==> config.mk <==
export PLATFORM = sky130hd
export DESIGN_NAME = stats_finalize
export DESIGN_NICKNAME = d
export VERILOG_FILES = /design/src/rtl/stats_finalize.sv
export SDC_FILE = /design/constraint.sdc
export NUM_CORES = 2
export LEC_CHECK = 0
export CORE_MARGIN = 2
export CORE_UTILIZATION = 47
export CTS_CLUSTER_DIAMETER = 150
export DETAILED_ROUTE_END_ITERATION = 8
export PLACE_DENSITY = 0.66
export SYNTH_ARGS = -nofsm -noshare
export SYNTH_HDL_FRONTEND = slang
export SYNTH_SLANG_ARGS = --single-unit
==> constraint.sdc <==
create_clock -name clk -period 11.25 [get_ports clk]
set_input_delay 1.6875 -clock clk [delete_from_list [all_inputs] [get_ports clk]]
set_output_delay 1.6875 -clock clk [all_outputs]
set_load 0.005 [all_outputs]
==> src/rtl/stats_finalize.sv <==
// Post-accumulation statistics: snapshots sum / sum-of-squares / count, then
// derives mean, mean of squares and variance with one shared bit-serial divider.
module stats_finalize #(
    parameter int W_ACC = 64,
    parameter int W_CNT = 32
) (
    input  logic             clk,
    input  logic             nreset,
    input  logic             start,
    input  logic [W_ACC-1:0] sum_in,
    input  logic [W_ACC-1:0] sum_square_in,
    input  logic [W_CNT-1:0] count_in,
    output logic             busy,
    output logic             done,
    output logic [W_ACC-1:0] mean_out,
    output logic [W_ACC-1:0] mean_sq_out,
    output logic [W_ACC-1:0] var_out,
    output logic             err_div0,
    output logic             err_ovf
);
    // state      | meaning
    // S_IDLE     | waiting for start, outputs hold last result
    // S_DIV_MEAN | dividing sum snapshot by N, one quotient bit per cycle
    // S_DIV_SQ   | dividing sum_square snapshot by N
    // S_SQUARE   | low half of mean squared, overflow check on high half
    // S_SUB      | variance = mean_sq - mean^2, underflow check
    // S_FINISH   | load outputs, pulse done
    localparam logic [2:0] S_IDLE     = 3'd0;
    localparam logic [2:0] S_DIV_MEAN = 3'd1;
    localparam logic [2:0] S_DIV_SQ   = 3'd2;
    localparam logic [2:0] S_SQUARE   = 3'd3;
    localparam logic [2:0] S_SUB      = 3'd4;
    localparam logic [2:0] S_FINISH   = 3'd5;

    localparam int W_HALF = W_ACC / 2;
    localparam int W_BC   = $clog2(W_ACC);
    localparam logic [W_BC-1:0] BC_LAST = W_BC'(W_ACC - 1);

    logic [2:0]       state;
    logic [W_BC-1:0]  bit_cnt;
    logic [W_ACC-1:0] quo_sh;
    logic [W_CNT-1:0] rem;
    logic [W_ACC-1:0] sq_snap;
    logic [W_CNT-1:0] cnt_snap;
    logic [W_ACC-1:0] mean_q;
    logic [W_ACC-1:0] sq_q;
    logic [W_ACC-1:0] var_q;
    logic             ovf_pend;
    logic             div0_pend;

    logic [W_CNT:0]   trial;
    logic             fits;
    logic [W_CNT-1:0] rem_next;
    logic [W_ACC-1:0] quo_next;
    logic [W_ACC-1:0] mean_ext;

    // Remainder stays below N, so only the trial value needs the extra bit.
    always_comb begin
        trial    = {rem, quo_sh[W_ACC-1]};
        fits     = (trial >= {1'b0, cnt_snap});
        rem_next = fits ? W_CNT'(trial - {1'b0, cnt_snap}) : trial[W_CNT-1:0];
        quo_next = {quo_sh[W_ACC-2:0], fits};
        mean_ext = {{(W_ACC - W_HALF){1'b0}}, mean_q[W_HALF-1:0]};
    end

    always_ff @(posedge clk) begin
        if (!nreset) begin
            state       <= S_IDLE;
            bit_cnt     <= '0;
            quo_sh      <= '0;
            rem         <= '0;
            sq_snap     <= '0;
            cnt_snap    <= '0;
            mean_q      <= '0;
            sq_q        <= '0;
            var_q       <= '0;
            ovf_pend    <= 1'b0;
            div0_pend   <= 1'b0;
            busy        <= 1'b0;
            done        <= 1'b0;
            mean_out    <= '0;
            mean_sq_out <= '0;
            var_out     <= '0;
            err_div0    <= 1'b0;
            err_ovf     <= 1'b0;
        end else begin
            done <= 1'b0;
            case (state)
                S_IDLE: begin
                    if (start) begin
                        quo_sh   <= sum_in;
                        sq_snap  <= sum_square_in;
                        cnt_snap <= count_in;
                        rem      <= '0;
                        bit_cnt  <= BC_LAST;
                        ovf_pend <= 1'b0;
                        busy     <= 1'b1;
                        if (count_in == '0) begin
                            div0_pend <= 1'b1;
                            state     <= S_FINISH;
                        end else begin
                            div0_pend <= 1'b0;
                            state     <= S_DIV_MEAN;
                        end
                    end
                end
                S_DIV_MEAN: begin
                    bit_cnt <= bit_cnt - 1'b1;
                    if (bit_cnt == '0) begin
                        mean_q  <= quo_next;
                        quo_sh  <= sq_snap;
                        rem     <= '0;
                        bit_cnt <= BC_LAST;
                        state   <= S_DIV_SQ;
                    end else begin
                        quo_sh <= quo_next;
                        rem    <= rem_next;
                    end
                end
                S_DIV_SQ: begin
                    bit_cnt <= bit_cnt - 1'b1;
                    quo_sh  <= quo_next;
                    rem     <= rem_next;
                    if (bit_cnt == '0) begin
                        sq_q  <= quo_next;
                        state <= S_SQUARE;
                    end
                end
                S_SQUARE: begin
                    var_q    <= mean_ext * mean_ext;
                    ovf_pend <= |mean_q[W_ACC-1:W_HALF];
                    state    <= S_SUB;
                end
                S_SUB: begin
                    var_q    <= sq_q - var_q;
                    ovf_pend <= ovf_pend | (sq_q < var_q);
                    state    <= S_FINISH;
                end
                S_FINISH: begin
                    if (div0_pend) begin
                        mean_out    <= '0;
                        mean_sq_out <= '0;
                        var_out     <= '0;
                        err_div0    <= 1'b1;
                        err_ovf     <= 1'b0;
                    end else begin
                        mean_out    <= mean_q;
                        mean_sq_out <= sq_q;
                        var_out     <= var_q;
                        err_div0    <= 1'b0;
                        err_ovf     <= ovf_pend;
                    end
                    done  <= 1'b1;
                    busy  <= 1'b0;
                    state <= S_IDLE;
                end
                default: begin
                    busy  <= 1'b0;
                    state <= S_IDLE;
                end
            endcase
        end
    end
endmodule

==> metrics.yaml <==
outcome:
  status: "complete, no violations"
yosys:
  synth_cell_types: 81
  synth_async_sr_flop_share: 0
  ys_ff_latch: 591
  yosysWarnings: 0
  avgSynthCellArea_um2: 8.44
  synthCells: 6839
  synth_ff_type: "dfxtp_1"
  yosysSeqAreaShare: 0.205
  synth-edff-count: 0
  synth_nets: 8192
  synth_area_um2: 57700
clock_tree:
  clk_pin_slew_ns: 0.06
  clockRootBuffer: "clkbuf_16"
  clk_latency_ns: 0.70
  ctsResizeCount: 0
  clockBufferDepth: 3
  cts_tree: "yes"
  cts_setup_buffers: 0
  cts.sinks: 591
  numCtsBuffers: 72
  h-tree-depth: 3
  holdBufCountCts: 0
floorplan:
  core_area_um2: 122000
  io_pins: 359
  initial_core_util: 0.474
  fp.dieH_um: 354
  die_width_um: 354
  die-area_um2: 126000
  num_rows: 128
timing:
  fin_setup_tns_ns: 0
  relSlewSlack: 0.146
  final_min_period_over_clock_period: 0.794
  setup_viol: 0
  skew_ns: 0.0763
  tightest_slew_ns: 1.28
  drv_slew: 0
  fmax_ghz: 0.112
  rsz0062_at_grt: "no"
  period_needed_ns: 8.93
  finalHoldViolations: 0
route:
  drt_iter0_drc: 3873
  wl_per_cell_um: 21.3
  vias_per_cell: 5.55
  dr.pass1.iters: 5
  vias: 47822
  ant_nets: 0
  post-route-drc-count: 0
  wirelength_um: 183000
place:
  place_area_um2: 62400
  routabilityCongestion: 0.949
  dp.final_hpwl_um: 141000
  io_buffer_count: 358
grt:
  gr-usage-all-layers: 0.296
  grt_max_degree: 230
  grt_overflow: 0
  grt_pass1_vias: 48516
  grt_pass1_wl_um: 290000
  antenna_found_initial: 3
pwr:
  p_sw_frac: 0.330
  powerDensity_nw_per_um2: 103
  pwr-share-comb: 0.281
  seqPwrFrac: 0.342
  p_leak_nw: 30.5
  pwr-share-clk: 0.377
  peakVddDrop_uv: 159
  power_switching_mw: 2.21
  p_int_mw: 4.48
layout:
  drive_above_1_share: 0.0373
  n_fill_cell: 11305
  nets: 8287
  syn2layout_area_growth_pct: 12.5
  fin_area_um2: 65000
run:
  max_cap_violations: 0
min_path:
  hp-class: "reg2reg"
setup_path:
  worstPathArrival_ns: 9.39
  startpoint_type: "register"
  cp.required_ns: 11.72
  criticalPathCategory: "reg2reg"
  cp_max_fo: 20
  r2r_slack_ns: 2.32
  critPathCaptureType: "register"
power groups by stage:
stage	registers (mW)	logic, mW	clock network [mW]
floorplan	2.30	1.42	0
global placement	2.33	1.84	0
detailed placement	2.33	1.85	0
CTS	2.29	1.86	2.56
global route	2.30	2.07	2.64
finish	2.29	1.88	2.52
layout by cell type, fill, tap and decap left out, drive strengths merged, types with 30 or more instances in the layout:
cell type and instances:
a221oi 78, xnor2 102, ha 396, nand3 46, a211oi 49, a21oi 696
inv 1096, clkdlybuf4s50 357, nand4 45, and2 235, xor2 64, nand2 934
nor2 352, fa 794, o21bai 34, o21a 30, o21ai 216, dfxtp 591
a21o 105, mux2i 34, buf 68, nor3 109, nor3b 122, clkbuf 96
critical path, stage by stage (launching register included):
cell	delay [ns]
dfxtp_1	0.54
buf_4	0.37
inv_1	0.29
nor2_1	0.29
inv_1	0.10
fa_1	0.49
inv_1	0.06
fa_1	0.49
inv_1	0.05
fa_1	0.39
fa_1	0.61
fa_1	0.58
inv_1	0.05
fa_1	0.38
fa_1	0.53
fa_1	0.42
ha_1	0.39
a21o_1	0.21
a31oi_1	0.20
o221ai_1	0.17
a211o_1	0.25
a31oi_1	0.65
o31ai_4	0.22
a31oi_1	0.49
o21a_1	0.26
o32a_1	0.15
a31oi_1	0.08
cell usage after synthesis, types with 18 or more instances:
cell / instances / area share
nor3_1: 109 / 0.0094
nor2b_1: 26 / 0.0028
ha_1: 396 / 0.086
o21a_1: 30 / 0.0039
dfxtp_1: 591 / 0.20
fa_1: 794 / 0.28
xnor2_1: 102 / 0.015
a21oi_1: 695 / 0.060
nand3_1: 46 / 0.0040
clkbuf_1: 378 / 0.025
mux2i_1: 34 / 0.0059
nand2_1: 934 / 0.061
nor3b_1: 122 / 0.016
nor4_1: 19 / 0.0021
and2_1: 233 / 0.025
a31oi_1: 27 / 0.0029
o21ai_0: 209 / 0.018
o21bai_1: 34 / 0.0044
a21o_1: 104 / 0.014
o221ai_1: 18 / 0.0027
and3_1: 20 / 0.0022
nor2_1: 352 / 0.023
a221oi_1: 75 / 0.011
xor2_1: 64 / 0.0097
inv_1: 1089 / 0.071
nand4_1: 45 / 0.0049
a211oi_1: 47 / 0.0061
metal layers:
metal | global-route usage | vias up | part of all wire
met5 | 0 | - | 0
met4 | 0.0869 | 0 | 0.030
met3 | 0.0594 | 236 | 0.080
met2 | 0.461 | 1697 | 0.45
met1 | 0.416 | 23686 | 0.44
li1 | - | 22203 | -
cell families (layout without fill, tap and decap cells):
family,after synthesis,in the layout,share of synthesized area
AO/OA/AOI/OAI,1386,1386,0.146
XOR/XNOR,166,166,0.0252
adder cells (fa/ha/maj),1190,1190,0.361
buffers and inverters,1494,1643,0.0977
flip-flops,591,591,0.205
multiplexers,39,39,0.00687
other,0,2,0
AND/OR/NAND/NOR,1973,1973,0.158
registers in the layout (all words and copies together), names as in the netlist, 64 cells and up:
signal and count:
mean_out 64, mean_q 64, mean_sq_out 64, quo_sh 64, sq_q 64, sq_snap 64
var_out 64, var_q 64
path summary, 6_finish.rpt:
check,to,startpoint,depth (start not counted)
worst min-delay path,mean_q[4],mean_q[4],2
worst min register to register,mean_q[4],mean_q[4],2
worst max register to register,var_q[58],mean_q[7],26
worst max-delay path,var_q[58],mean_q[7],26
final cells by class:
cell class | instances | area (µm²) | share of cell area
antenna | 2 | 5.00 | 0.0000770
clock buffer | 96 | 2060 | 0.0317
clock inverter | 32 | 495 | 0.00763
inverter | 1090 | 4100 | 0.0631
multi-input combinational | 4754 | 40300 | 0.621
sequential | 591 | 11800 | 0.182
tap | 1625 | 2030 | 0.0313
timing repair buffer | 425 | 4110 | 0.0632
through the flow:
step / power, mW / utilization / hold WS (ns) / cells / worst slack [ns]
3_3_place_gp: 4.18 / 0.512 / 0.440 / 8485 / 2.44
2_1_floorplan: 3.71 / - / 0.436 / 6839 / 3.74
4_1_cts: 6.71 / 0.533 / 0.451 / 8613 / 2.37
6_report: 6.69 / 0.533 / 0.452 / 8615 / 2.32
3_5_place_dp: 4.19 / 0.512 / 0.445 / 8485 / 2.43
5_1_grt: 7.01 / 0.533 / 0.464 / 8614 / 1.85
Note: power is estimated with default switching activity, not from simulation.
